## src/rtl/cnt_int_pkg.sv

```systemverilog
// Shared encodings for the counter-interrupt scheduler (state, vector, irq source codes).
package cnt_int_pkg;

    localparam int unsigned PC_W = 32;

    typedef enum logic [1:0] {
        ST_IDLE     = 2'd0,
        ST_COUNTING = 2'd1,
        ST_PENDING  = 2'd2,
        ST_SERVICE  = 2'd3
    } state_e;

    localparam logic [PC_W-1:0] INT_VEC_DEFAULT = 32'h0000_0180;

    localparam logic IRQ_SRC_TIMER = 1'b0;
    localparam logic IRQ_SRC_EXT   = 1'b1;

endpackage

```

## src/rtl/cnt_int_prescale.sv

```systemverilog
// Clock divider: tick_c pulses once every PRESCALE cycles; clr restarts the phase.
module cnt_int_prescale #(
    parameter int unsigned PRESCALE = 1
) (
    input  logic clk,
    input  logic reset,
    input  logic clr,
    output logic tick_c
);

    localparam int unsigned PS_W = (PRESCALE > 1) ? $clog2(PRESCALE) : 1;

    logic [PS_W-1:0] ps_q;
    logic            wrap;

    assign wrap   = (ps_q == PS_W'(PRESCALE - 1));
    assign tick_c = wrap & ~clr;

    always_ff @(posedge clk or negedge reset) begin
        if (!reset) begin
            ps_q <= '0;
        end else if (clr || wrap) begin
            ps_q <= '0;
        end else begin
            ps_q <= ps_q + PS_W'(1);
        end
    end

endmodule

```

## src/rtl/cnt_int_sched.sv

```systemverilog
// Counter interrupt scheduler: down-counter, take-point FSM, epc capture and overrun tracking.
// Optional external interrupt source is enabled with `define CNT_INT_EXT_IRQ_EN.
module cnt_int_sched
    import cnt_int_pkg::*;
#(
    parameter int unsigned     CNT_W    = 32,
    parameter int unsigned     PRESCALE = 1,
    parameter logic [PC_W-1:0] INT_VEC  = INT_VEC_DEFAULT
) (
    input  logic             clk,
    input  logic             reset,
    input  logic             cfg_we,
    input  logic             cfg_periodic,
    input  logic [CNT_W-1:0] cfg_count,
    input  logic             rti,
    input  logic             stallD,
    input  logic             is_branch_or_jmp_D,
    input  logic             mdrunE,
    input  logic [PC_W-1:0]  pc_resume,
`ifdef CNT_INT_EXT_IRQ_EN
    input  logic             ext_irq,
    output logic             irq_src,
`endif
    output logic             int_en1,
    output logic [PC_W-1:0]  int_vector,
    output logic [PC_W-1:0]  epc,
    output logic             in_service,
    output logic             overrun,
    output logic [CNT_W-1:0] count_out
);

    state_e           state_q, state_d;
    logic [CNT_W-1:0] count_d, reload_q, reload_d;
    logic             periodic_q, periodic_d;
    logic             pend_q, pend_d;
    logic             overrun_d;
    logic             int_d;
    logic [PC_W-1:0]  epc_d;
    logic             tick_c;
    logic             take_c;
    logic             expiry_c;
`ifdef CNT_INT_EXT_IRQ_EN
    logic             src_q, src_d, irq_src_d;
`endif

    cnt_int_prescale #(.PRESCALE(PRESCALE)) u_prescale (
        .clk    (clk),
        .reset  (reset),
        .clr    (cfg_we),
        .tick_c (tick_c)
    );

    assign int_vector = INT_VEC;
    assign take_c     = ~stallD & ~is_branch_or_jmp_D & ~mdrunE;
    assign expiry_c   = tick_c & (count_out == CNT_W'(1));

    // Next-state, counter and capture logic; cfg_we overrides everything else.
    always_comb begin
        state_d    = state_q;
        count_d    = count_out;
        reload_d   = reload_q;
        periodic_d = periodic_q;
        pend_d     = pend_q;
        overrun_d  = overrun;
        int_d      = 1'b0;
        epc_d      = epc;
`ifdef CNT_INT_EXT_IRQ_EN
        src_d      = src_q;
        irq_src_d  = irq_src;
`endif
        if (cfg_we) begin
            count_d    = cfg_count;
            reload_d   = cfg_count;
            periodic_d = cfg_periodic;
            overrun_d  = 1'b0;
            if (state_q != ST_SERVICE) begin
                state_d = (cfg_count == '0) ? ST_IDLE : ST_COUNTING;
            end
        end else begin
            if (tick_c && (count_out != '0)) begin
                count_d = expiry_c ? (periodic_q ? reload_q : '0) : count_out - CNT_W'(1);
            end
            case (state_q)
                ST_IDLE, ST_COUNTING: begin
                    if (expiry_c) begin
                        state_d = ST_PENDING;
`ifdef CNT_INT_EXT_IRQ_EN
                        src_d   = IRQ_SRC_TIMER;
                    end else if (ext_irq) begin
                        state_d = ST_PENDING;
                        src_d   = IRQ_SRC_EXT;
`endif
                    end
                end
                ST_PENDING: begin
                    if (expiry_c) overrun_d = 1'b1;
                    if (take_c) begin
                        int_d   = 1'b1;
                        epc_d   = pc_resume;
                        state_d = ST_SERVICE;
`ifdef CNT_INT_EXT_IRQ_EN
                        irq_src_d = src_q;
`endif
                    end
                end
                ST_SERVICE: begin
                    if (expiry_c) begin
                        overrun_d = 1'b1;
                        pend_d    = 1'b1;
                    end
                    // An expiry landing on the rti cycle is folded into pend_d and re-pends at once.
                    if (rti && !stallD) begin
                        if (pend_d) begin
                            pend_d  = 1'b0;
                            state_d = ST_PENDING;
`ifdef CNT_INT_EXT_IRQ_EN
                            src_d   = IRQ_SRC_TIMER;
`endif
                        end else begin
                            state_d = (count_d != '0) ? ST_COUNTING : ST_IDLE;
                        end
                    end
                end
                default: state_d = ST_IDLE;
            endcase
        end
    end

    always_ff @(posedge clk or negedge reset) begin
        if (!reset) begin
            state_q    <= ST_IDLE;
            count_out  <= '0;
            reload_q   <= '0;
            periodic_q <= 1'b0;
            pend_q     <= 1'b0;
            overrun    <= 1'b0;
            int_en1    <= 1'b0;
            epc        <= '0;
            in_service <= 1'b0;
`ifdef CNT_INT_EXT_IRQ_EN
            src_q      <= IRQ_SRC_TIMER;
            irq_src    <= IRQ_SRC_TIMER;
`endif
        end else begin
            state_q    <= state_d;
            count_out  <= count_d;
            reload_q   <= reload_d;
            periodic_q <= periodic_d;
            pend_q     <= pend_d;
            overrun    <= overrun_d;
            int_en1    <= int_d;
            epc        <= epc_d;
            in_service <= (state_d == ST_SERVICE);
`ifdef CNT_INT_EXT_IRQ_EN
            src_q      <= src_d;
            irq_src    <= irq_src_d;
`endif
        end
    end

endmodule
```

## config.mk

```make
export PLATFORM = sky130hd
export DESIGN_NAME = cnt_int_sched
export DESIGN_NICKNAME = d
export VERILOG_FILES = /design/src/rtl/cnt_int_pkg.sv /design/src/rtl/cnt_int_prescale.sv /design/src/rtl/cnt_int_sched.sv
export SDC_FILE = /design/constraint.sdc
export NUM_CORES = 1
export LEC_CHECK = 0
export BUFFER_PORTS_ARGS = -buffer_cell sky130_fd_sc_hd__buf_2
export CORE_MARGIN = 10
export CORE_UTILIZATION = 23
export DETAILED_ROUTE_END_ITERATION = 8
export GPL_TIMING_DRIVEN = 0
export MAX_ROUTING_LAYER = met4
export PLACE_DENSITY = 0.53
export SLEW_MARGIN = 20
export SYNTH_ARGS = -nofsm -noshare
export SYNTH_HDL_FRONTEND = slang
export SYNTH_HIERARCHICAL = 1
export SYNTH_SLANG_ARGS = --single-unit
```

## constraint.sdc

```tcl
create_clock -name clk -period 3 [get_ports clk]
set_input_delay 0.6 -clock clk [delete_from_list [all_inputs] [get_ports clk]]
set_output_delay 0.6 -clock clk [all_outputs]
set_load 0.02 [all_outputs]
```

==> impl_metrics.py, run 1 <==
metrics = {
    "run_status": {
        "run_status": "finished, violations left",
        "violations": "negative setup slack",
    },
    "timing": {
        "tightest_slew_ps": 834.0,
        "drv_slew": 0,
        "fmax_mhz": 323.5,
        "fin_crit_ps": 3091,
        "rsz0062_at_grt": "true",
        "fin_crit_sh": 1.030,
        "skew_ps": 15.81,
        "relSlewSlack": 0.4440,
        "hold_viol_final": 0,
        "fin_ws_ps": -91.32,
        "setup_viol": 1,
    },
    "cts": {
        "cts_max_level": 3,
        "cts_tree": "yes",
        "cts_root_buf": "clkbuf_16",
        "cts_buffers": 9,
        "clkTransAtPathRegs_ps": 70,
        "cts_buffer_depth": 2,
        "clk_latency_ps": 370,
        "cts_sinks": 104,
    },
    "yosys": {
        "synthFlopType": "dfrtp_1",
        "synth_edf_count": 0,
        "synth.avg_cell_area_sq_um": 9.224,
        "ys_top_cells_by_area": "dfrtp_1 (44%), mux2_2 (7.5%), o21ai_0 (5.6%)",
        "yosys_warnings": 6,
        "netlist_area_sq_um": 5876,
        "ys_ff_latch": 104,
        "synth_top_area_frac": 0.4429,
        "yosysTopAreaCell": "dfrtp_1",
        "synth-async-reset-ratio": 1.000,
        "synthCells": 637,
        "synth-seq-area-share": 0.4429,
        "yosysUniqueCellTypes": 58,
    },
    "floorplanning": {
        "rows": 58,
        "core-area_sq_um": 25180,
        "dieWidth_microns": 179.8,
        "die_h_microns": 179.8,
        "die_area_sq_um": 32340,
        "start_util": 0.2333,
        "pin_count": 171,
    },
    "grt": {
        "antenna_found_initial": 4,
        "grt_first_pass_wirelength_microns": 39440,
        "grt_use_total": 0.1615,
        "grt_remaining_overflow": 0,
        "grt_pass1_vias": 6434,
        "grt_max_degree": 58,
    },
    "hold_path": {
        "min_path_type": "input port to async pin",
    },
    "worst_setup_path": {
        "crit_path_end": "state_q[0]",
        "crit_path_max_incr_delay_ps": 440,
        "crit_type": "flop to flop",
        "worstPathArrival_ps": 3320,
        "cp_common_cell": "buf_4",
        "cp-startpoint": "count_out[7]",
        "cp-end-kind": "flop",
        "rr_startpoint": "count_out[7]",
        "cp_cell_sequence": "nor4_4 -> buf_4 -> buf_4 -> nand4_1 -> o31ai_4 -> clkbuf_8 -> buf_4 -> a21oi_1 -> o22ai_1 -> nand4_1 -> nor4_4 -> a31oi_1",
        "cp_max_fo": 6,
        "cp_data_required_time_ps": 3220,
        "reg2reg_to": "state_q[0]",
        "startpoint_type": "flop",
        "rr_worst_depth": 12,
        "r2r_slack_ps": -90,
        "slowest_stage": "dfrtp_2",
    },
    "place": {
        "pre_cts_slack_ps": -1329,
        "place.gp.congestion": 0.9995,
        "port_buffers": 138,
        "place_area_sq_um": 7128,
        "dpl.hpwl_microns": 19490,
    },
    "routing": {
        "post_drt_wl_per_cell_microns": 21.81,
        "ant_nets": 0,
        "totalWireLength_microns": 26030,
        "top_layer_used": "met4",
        "vias_per_cell": 4.981,
        "firstDrtPassIters": 5,
        "drtIter0Drc": 427,
        "vias": 5942,
        "wl_met1_microns": 11140,
        "drc_errors": 0,
        "route.met2.wl_microns": 11440,
        "wl_met3_microns": 2562,
    },
    "layout": {
        "design_area_sq_um": 8109,
        "final_nets": 930,
        "fillers": 2666,
        "seqCellArea_sq_um": 2620,
        "drive_gt1_frac": 0.4028,
        "area_growth_pct": 38.01,
        "multiInputGateArea_sq_um": 3112,
    },
    "power": {
        "p_per_area_nw_per_um2": 444.6,
        "p_leak_nw": 3.770,
        "ir_worst_vdd_mv": 0.2310,
    },
    "run": {
        "maxCapViolCount": 0,
    },
}
[cells in the mapped netlist, types with 10 or more instances]
master and instances:
clkbuf_1 36, or4_1 10, nand2_1 63, nor3_1 19, nor2_1 25, buf_4 32, nand3_1 18, inv_1 40
mux2_2 39, nand4_1 19, nor4_1 16, a21oi_1 28, a31oi_1 10, dfrtp_1 104, o21ai_0 66
[cell families (layout without fill, tap and decap cells)]
logic type | count (synthesis) | in the layout | share of synthesized area
and+or+nand+nor | 202 | 202 | 0.1936
buffers and inverters | 112 | 304 | 0.09284
adders and majority gates | 3 | 3 | 0.006389
muxes | 44 | 44 | 0.08348
xor gates and xnor gates | 2 | 2 | 0.002982
other | 3 | 37 | 0.001916
DFF | 104 | 104 | 0.4429
AOI/OAI and AO/OA | 167 | 167 | 0.1759
[layout by cell type, fill, tap and decap left out, drive strengths merged, types with 19 or more instances in the layout]
master	instances
inv	41
o21ai	67
nand2	63
nor3	20
buf	218
nor2	25
clkbuf	40
nand4	20
dfrtp	104
nor4	21
mux2	40
conb	33
nand3	19
a21oi	28
[cell type report]
type,instances,share of cell area
Multi-Input combinational cell,451,0.3837
Sequential cell,104,0.3231
Timing Repair Buffer,182,0.1291
Buffer,67,0.05570
Tap cell,330,0.05092
Clock buffer,9,0.02777
Inverter,40,0.01852
Clock inverter,6,0.009875
Antenna cell,4,0.001234
[repair_timing]
action	in CTS	in global routing
resized for setup	85	11
pin swaps	23	4
hold buffers	0	0
endpoints found under the hold margin	0	0
setup endpoints to repair	30	1
buffers inserted	42	1
[power by group]
part | leakage, nW | internal [mW] | total (mW) | switching (mW)
registers | 1.31 | 1.49 | 1.60 | 0.119
clock network | 0.145 | 0.656 | 1.25 | 0.592
logic | 2.32 | 0.280 | 0.752 | 0.472
total | 3.77 | 2.42 | 3.61 | 1.18
[stage by stage]
stage | util | power, mW | std cells | hold slack (ps) | TNS (ps)
detailed placement | 0.2831 | 2.260 | 1136 | 489.9 | -13790
finish | 0.3220 | 3.605 | 1193 | 155.3 | -91.32
CTS | 0.3197 | 3.625 | 1188 | 181.1 | 0
global placement | 0.2817 | 2.254 | 1135 | 485.8 | -15080
floorplan | - | 1.951 | 667 | 304.4 | 0
global route | 0.3220 | 3.761 | 1193 | 190.7 | -185.8
[registers in the layout, summed over array words and instances, names as in the netlist]
signal           flops
state_q              2
epc                 32
periodic_q           1
reload_q            32
count_out           32
pend_q               1
u_prescale/ps_q      1
overrun              1
int_en1              1
in_service           1
[critical path: cells and delay by family (launching register included)]
family | cells | cell delay [ps]
AND/OR/NAND/NOR | 4 | 1000
AO/OA/AOI/OAI | 4 | 850
buffers and inverters | 4 | 660
flip-flops | 1 | 440
[worst min-delay path by stage]
stage          startpoint            to  slack, ps  cells past startpoint
6_report            reset       epc[27]        160                      1
2_1_floorplan       reset  count_out[0]        300                      0
5_1_grt             reset       epc[27]        190                      1
4_1_cts             reset       epc[27]        180                      1
3_3_place_gp       epc[1]        epc[1]        490                      1
3_5_place_dp      epc[10]       epc[10]        490                      1
[layer usage]
metal	vias to the layer above	track usage
met5	-	-
met4	0	0.06021
met3	62	0.05562
met2	332	0.2415
met1	2834	0.1970
li1	2714	-
(Power assumes the default switching activity.)
==> inputs of run 2 (changes only) <==
- PLACE_DENSITY: 0.53 -> 0.55
==> run 2 against run 1 <==
The run still ends with negative setup slack left. Fmax is 1.2% lower. Die area stayed put. Routed wire length is 4.3% lower. Global-route usage is 1.2 points lower. Final cell count is 1.6% higher. Sequential share of layout area is 0.46 points lower.
==> impl_metrics.py, run 2 (synthesis gave the netlist of run 1 again) <==
metrics = {
    "run_status": {
        "run_status": "finished, violations left",
        "violations": "negative setup slack",
    },
    "worst_setup_path": {
        "worstPathArrival_ps": 3350,
        "crit_type": "flop to flop",
        "slowest_stage": "dfrtp_2",
        "cp_max_fo": 4,
        "cp_cell_sequence": "inv_1 -> ha_4 -> or3b_4 -> buf_4 -> nor3_4 -> buf_4 -> nand4_1 -> a21o_1 -> o21ai_1 -> nand4_1 -> nor4_4 -> a31oi_1",
        "crit_path_max_incr_delay_ps": 410,
        "reg2reg_to": "state_q[0]",
        "rr_worst_depth": 12,
        "cp-end-kind": "flop",
        "cp_top_family": "simple AND/OR/NAND/NOR gates",
        "path_buf_inv": 3,
        "r2r_slack_ps": -130,
        "rr_startpoint": "count_out[1]",
        "startpoint_type": "flop",
        "cp_data_required_time_ps": 3220,
    },
    "routing": {
        "vias": 6025,
        "drtIter0Drc": 585,
        "vias_per_cell": 4.971,
        "totalWireLength_microns": 24900,
        "ant_nets": 0,
        "firstDrtPassIters": 7,
        "drc_errors": 0,
        "post_drt_wl_per_cell_microns": 20.55,
    },
    "power": {
        "p_per_area_nw_per_um2": 428.7,
        "p_leak_nw": 3.844,
        "ir_worst_vdd_mv": 0.2318,
        "fin_total_pwr_mw": 3.524,
    },
    "timing": {
        "drv_slew": 0,
        "fin_crit_sh": 1.043,
        "hold_viol_final": 0,
        "tightest_slew_ps": 821.9,
        "rsz0062_at_grt": "true",
        "skew_ps": 10.35,
        "relSlewSlack": 0.4521,
        "fin_ws_ps": -128.5,
        "setup_viol": 1,
        "hold-worst-slack_ps": 113.3,
        "fin_crit_ps": 3128,
        "fmax_mhz": 319.6,
    },
    "place": {
        "place_area_sq_um": 7134,
        "place.gp.congestion": 0.9271,
        "pre_cts_slack_ps": -1301,
        "port_buffers": 138,
        "dp.cells": 1136,
        "dpl.hpwl_microns": 18340,
    },
    "grt": {
        "grt_pass1_vias": 6095,
        "grt_first_pass_wirelength_microns": 36800,
        "grt_remaining_overflow": 0,
        "grt_max_degree": 72,
        "antenna_found_initial": 8,
        "grt_use_total": 0.1494,
    },
    "floorplanning": {
        "die_area_sq_um": 32340,
        "core-area_sq_um": 25180,
        "pin_count": 171,
        "die_h_microns": 179.8,
        "dieWidth_microns": 179.8,
        "rows": 58,
        "start_util": 0.2333,
    },
    "layout": {
        "area_growth_pct": 39.93,
        "final_common_cell": "buf_2",
        "final_nets": 944,
        "final_cell_mix": "buf_2 (139), dfrtp_1 (91), buf_4 (90)",
        "design_area_sq_um": 8222,
        "drive_gt1_frac": 0.4085,
        "stdcell_count": 1212,
        "reg_top3": "count_out (32), epc (32), reload_q (32)",
    },
    "run": {
        "maxCapViolCount": 0,
    },
    "cts": {
        "cts_root_buf": "clkbuf_16",
        "clk_latency_ps": 360,
        "cts_sinks": 104,
        "cts_buffers": 9,
        "cts_tree": "yes",
        "postCtsHoldBufs": 0,
        "clkTransAtPathRegs_ps": 80,
        "cts_buffer_depth": 2,
        "cts_max_level": 3,
    },
    "hold_path": {
        "min_path_type": "input port to async pin",
    },
}
-- run 2: cell count changes in the layout (fill, tap and decap cells not counted), sizes merged --
cell and delta:
clkbuf -2, buf +16, clkinv -1, bufinv -1
inv +3, diode +4
-- run 2: per-stage QoR --
stage	setup TNS, ps	utilization
after floorplan	0	-
after CTS	0	0.3160
final	-128.5	0.3265
after global placement	-11870	0.2817
after detailed placement	-11810	0.2833
after global routing	-156.3	0.3265
-- run 2: power breakdown --
part | switching (mW) | internal [mW]
logic | 0.466 | 0.284
registers | 0.113 | 1.48
clock network | 0.595 | 0.582
total | 1.17 | 2.35
-- run 2: timing repair --
action,in CTS,in global routing
buffers inserted,34,24
gates cloned,0,0
resized for setup,76,18
setup endpoints to repair,26,1
pin swaps,16,14
-- run 2: worst max-delay path by stage --
stage,from,end,slack [ps],cells after the start
6_report,count_out[1],state_q[0],-130,12
3_3_place_gp,count_out[11],state_q[0],-1300,10
2_1_floorplan,count_out[22],state_q[0],2,9
3_5_place_dp,count_out[11],state_q[0],-1300,10
5_1_grt,count_out[14],state_q[0],-160,10
4_1_cts,count_out[14],state_q[0],5,10
-- run 2: per-layer routing --
layer	track usage	vias up	routed length, microns
met2	0.2208	367	10790
met3	0.05803	50	2931
li1	-	2726	-
met5	-	-	0
met1	0.1837	2882	10560
met4	0.04730	0	619
-- run 2: worst reg2reg max path, delay by kind of cell, from the launching register on --
kind,cells,cell delay [ps]
compound gates,3,550
buf+inv,3,500
fa+ha+maj,1,160
flops,1,410
simple gates,5,1350
-- run 2: area by class of cell --
class / instances / area, sq um
clock buffers: 9 / 225.2
well taps: 330 / 412.9
clock inverters: 7 / 61.31
flip-flops and latches: 104 / 2619
inverters: 40 / 150.1
plain buffers: 66 / 454.2
diodes: 8 / 20.02
repair buffers: 197 / 1160
multi-input cells: 451 / 3119
fillers: 2614 / 16960
==> inputs of run 3 (changes only) <==
- CORE_UTILIZATION: 23 -> 47
- PLACE_DENSITY: 0.55 -> 0.88
==> run 3 against run 2 <==
The run still ends with negative setup slack left. Count of clock-buffer cells in the layout up 2. Critical path depth down 2. Via count down 0.70%. Sequential cell count unchanged. Fmax down 1.7%. Clock skew about the same. Die area down 46%. Worst setup slack worse by 56 ps.
==> impl_metrics.py, run 3 (synthesis gave the netlist of run 1 again) <==
metrics = {
    "timing": {
        "relSlewSlack": 0.4827,
        "fin_crit_ps": 3184,
        "tightest_slew_ps": 775.9,
        "fin_ws_ps": -184.0,
        "fmax_mhz": 314.1,
        "drv_slew": 0,
        "setup_viol": 1,
        "hold_viol_final": 0,
        "skew_ps": 10.71,
        "rsz0062_at_grt": "true",
        "fin_crit_sh": 1.061,
    },
    "power": {
        "p_per_area_nw_per_um2": 448.2,
        "p_comb_frac": 0.199,
        "p_leak_nw": 3.700,
        "fin_total_pwr_mw": 3.473,
        "total_switching_power_mw": 1.086,
        "intPower_mw": 2.387,
        "clkPwrFrac": 0.341,
        "seq_power_share": 0.460,
        "ir_worst_vdd_mv": 0.3869,
        "sw_frac_of_total": 0.3128,
    },
    "grt": {
        "antenna_found_initial": 2,
        "grt_first_pass_wirelength_microns": 34290,
        "grt_max_degree": 72,
        "grt_pass1_vias": 6136,
        "grt_use_total": 0.2588,
        "grt_remaining_overflow": 0,
    },
    "run": {
        "maxCapViolCount": 0,
    },
    "floorplanning": {
        "start_util": 0.4851,
        "die_area_sq_um": 17370,
        "dieWidth_microns": 131.8,
        "die_h_microns": 131.8,
        "core-area_sq_um": 12110,
        "pin_count": 171,
        "rows": 40,
    },
    "place": {
        "place_area_sq_um": 6932,
        "port_buffers": 138,
        "place.gp.congestion": 1.066,
        "dpl.hpwl_microns": 16910,
    },
    "worst_setup_path": {
        "cp_max_fo": 7,
        "startpoint_type": "flop",
        "cp_data_required_time_ps": 3210,
        "reg2reg_to": "state_q[0]",
        "cp_cell_sequence": "or4_4 -> buf_6 -> nor3_4 -> buf_6 -> nand4_4 -> or4_4 -> nand3_2 -> o2111ai_2 -> nor4_2 -> a31oi_2",
        "worstPathArrival_ps": 3400,
        "crit_type": "flop to flop",
        "slowest_stage": "or4_4",
        "r2r_slack_ps": -180,
        "cp-end-kind": "flop",
        "crit_path_max_incr_delay_ps": 550,
        "rr_startpoint": "count_out[5]",
        "rr_worst_depth": 10,
    },
    "layout": {
        "area_growth_pct": 31.88,
        "design_area_sq_um": 7749,
        "reg_top3": "count_out (32), epc (32), reload_q (32)",
        "final_common_cell": "buf_2",
        "drive_gt1_frac": 0.3756,
        "finalCoreUtilization": 0.6398,
        "final_cell_mix": "buf_2 (137), dfrtp_1 (97), o21ai_0 (65)",
        "final_nets": 915,
    },
    "routing": {
        "drc_errors": 0,
        "ant_nets": 0,
        "firstDrtPassIters": 6,
        "vias_per_cell": 5.900,
        "totalWireLength_microns": 22620,
        "vias": 5983,
        "post_drt_wl_per_cell_microns": 22.31,
        "drtIter0Drc": 740,
    },
    "cts": {
        "cts_buffer_depth": 2,
        "cts_sinks": 104,
        "clkTransAtPathRegs_ps": 70,
        "cts_buffers": 9,
        "cts_tree": "yes",
        "clk_latency_ps": 360,
        "cts_max_level": 3,
        "cts_root_buf": "clkbuf_16",
    },
    "run_status": {
        "run_status": "finished, violations left",
        "violations": "negative setup slack",
    },
    "hold_path": {
        "min_path_type": "input port to async pin",
    },
}
## run 3: changes by cell type in the layout (fill, tap and decap cells not counted), moves of 3 or more
| cell | previous run | this run |
|---|---|---|
| buf_4 | 90 | 59 |
| clkbuf_4 | 6 | 0 |
| dfrtp_1 | 91 | 97 |
| dfrtp_2 | 13 | 7 |
| diode_2 | 8 | 2 |
| clkbuf_8 | 1 | 6 |
| clkbuf_1 | 18 | 22 |
| nor4_2 | 0 | 4 |
| nor4_4 | 11 | 8 |
| o21ai_0 | 62 | 65 |
| o21ai_1 | 4 | 1 |
| o22ai_1 | 3 | 6 |
## run 3: cell type report
| cell class | count | area, sq um |
|---|---|---|
| antenna | 2 | 5.005 |
| buffer | 68 | 485.5 |
| clock buffer | 11 | 232.7 |
| clock inverter | 4 | 56.30 |
| fill | 1017 | 4363 |
| inverter | 40 | 150.1 |
| multi-input combinational | 451 | 3048 |
| sequential | 104 | 2611 |
| tap | 168 | 210.2 |
| timing repair buffer | 166 | 949.7 |
## run 3: how the worst max path moves through the flow
stage                   from    endpoint
2_1_floorplan  count_out[22]  state_q[0]
3_3_place_gp   count_out[11]  state_q[0]
3_5_place_dp   count_out[11]  state_q[0]
4_1_cts        count_out[16]  state_q[0]
5_1_grt        count_out[16]  state_q[0]
6_report        count_out[5]  state_q[0]
## run 3: critical path, delay by kind of cell (launching register included)
| family | cells | cell delay [ps] |
|---|---|---|
| simple gates | 6 | 1930 |
| flops | 1 | 460 |
| compound gates | 2 | 340 |
| buf+inv | 2 | 310 |
## run 3: what timing repair did
item / CTS / global route
gates resized for setup: 68 / 15
pin swaps: 16 / 4
hold buffers: 0 / 0
buffers inserted: 23 / 3
endpoints found under the setup margin: 24 / 1
gates cloned: 1 / 0
## run 3: power by group through the flow
| stage | logic [mW] | registers (mW) | clock network, mW |
|---|---|---|---|
| detailed placement | 0.610 | 1.61 | 0 |
| CTS | 0.673 | 1.59 | 1.20 |
| global placement | 0.598 | 1.61 | 0 |
| floorplan | 0.319 | 1.63 | 0 |
| finish | 0.692 | 1.60 | 1.18 |
| global route | 0.743 | 1.61 | 1.26 |
## run 3: per-stage QoR
stage / setup slack [ps] / cells / setup TNS, ps / hold slack (ps)
after floorplan: 2.190 / 667 / 0 / 304.4
after global placement: -1390 / 973 / -10310 / 484.6
after detailed placement: -1340 / 974 / -9998 / 490.1
after CTS: -64.18 / 1010 / -64.18 / 129.9
after global routing: -255.3 / 1014 / -255.3 / 139.6
final: -184.0 / 1014 / -184.0 / 125.6
## run 3: routing by layer
| metal | GRT usage | part of all wire |
|---|---|---|
| met5 | - | 0 |
| met3 | 0.09108 | 0.11 |
| met4 | 0.1162 | 0.043 |
| met1 | 0.3108 | 0.39 |
| met2 | 0.3842 | 0.45 |
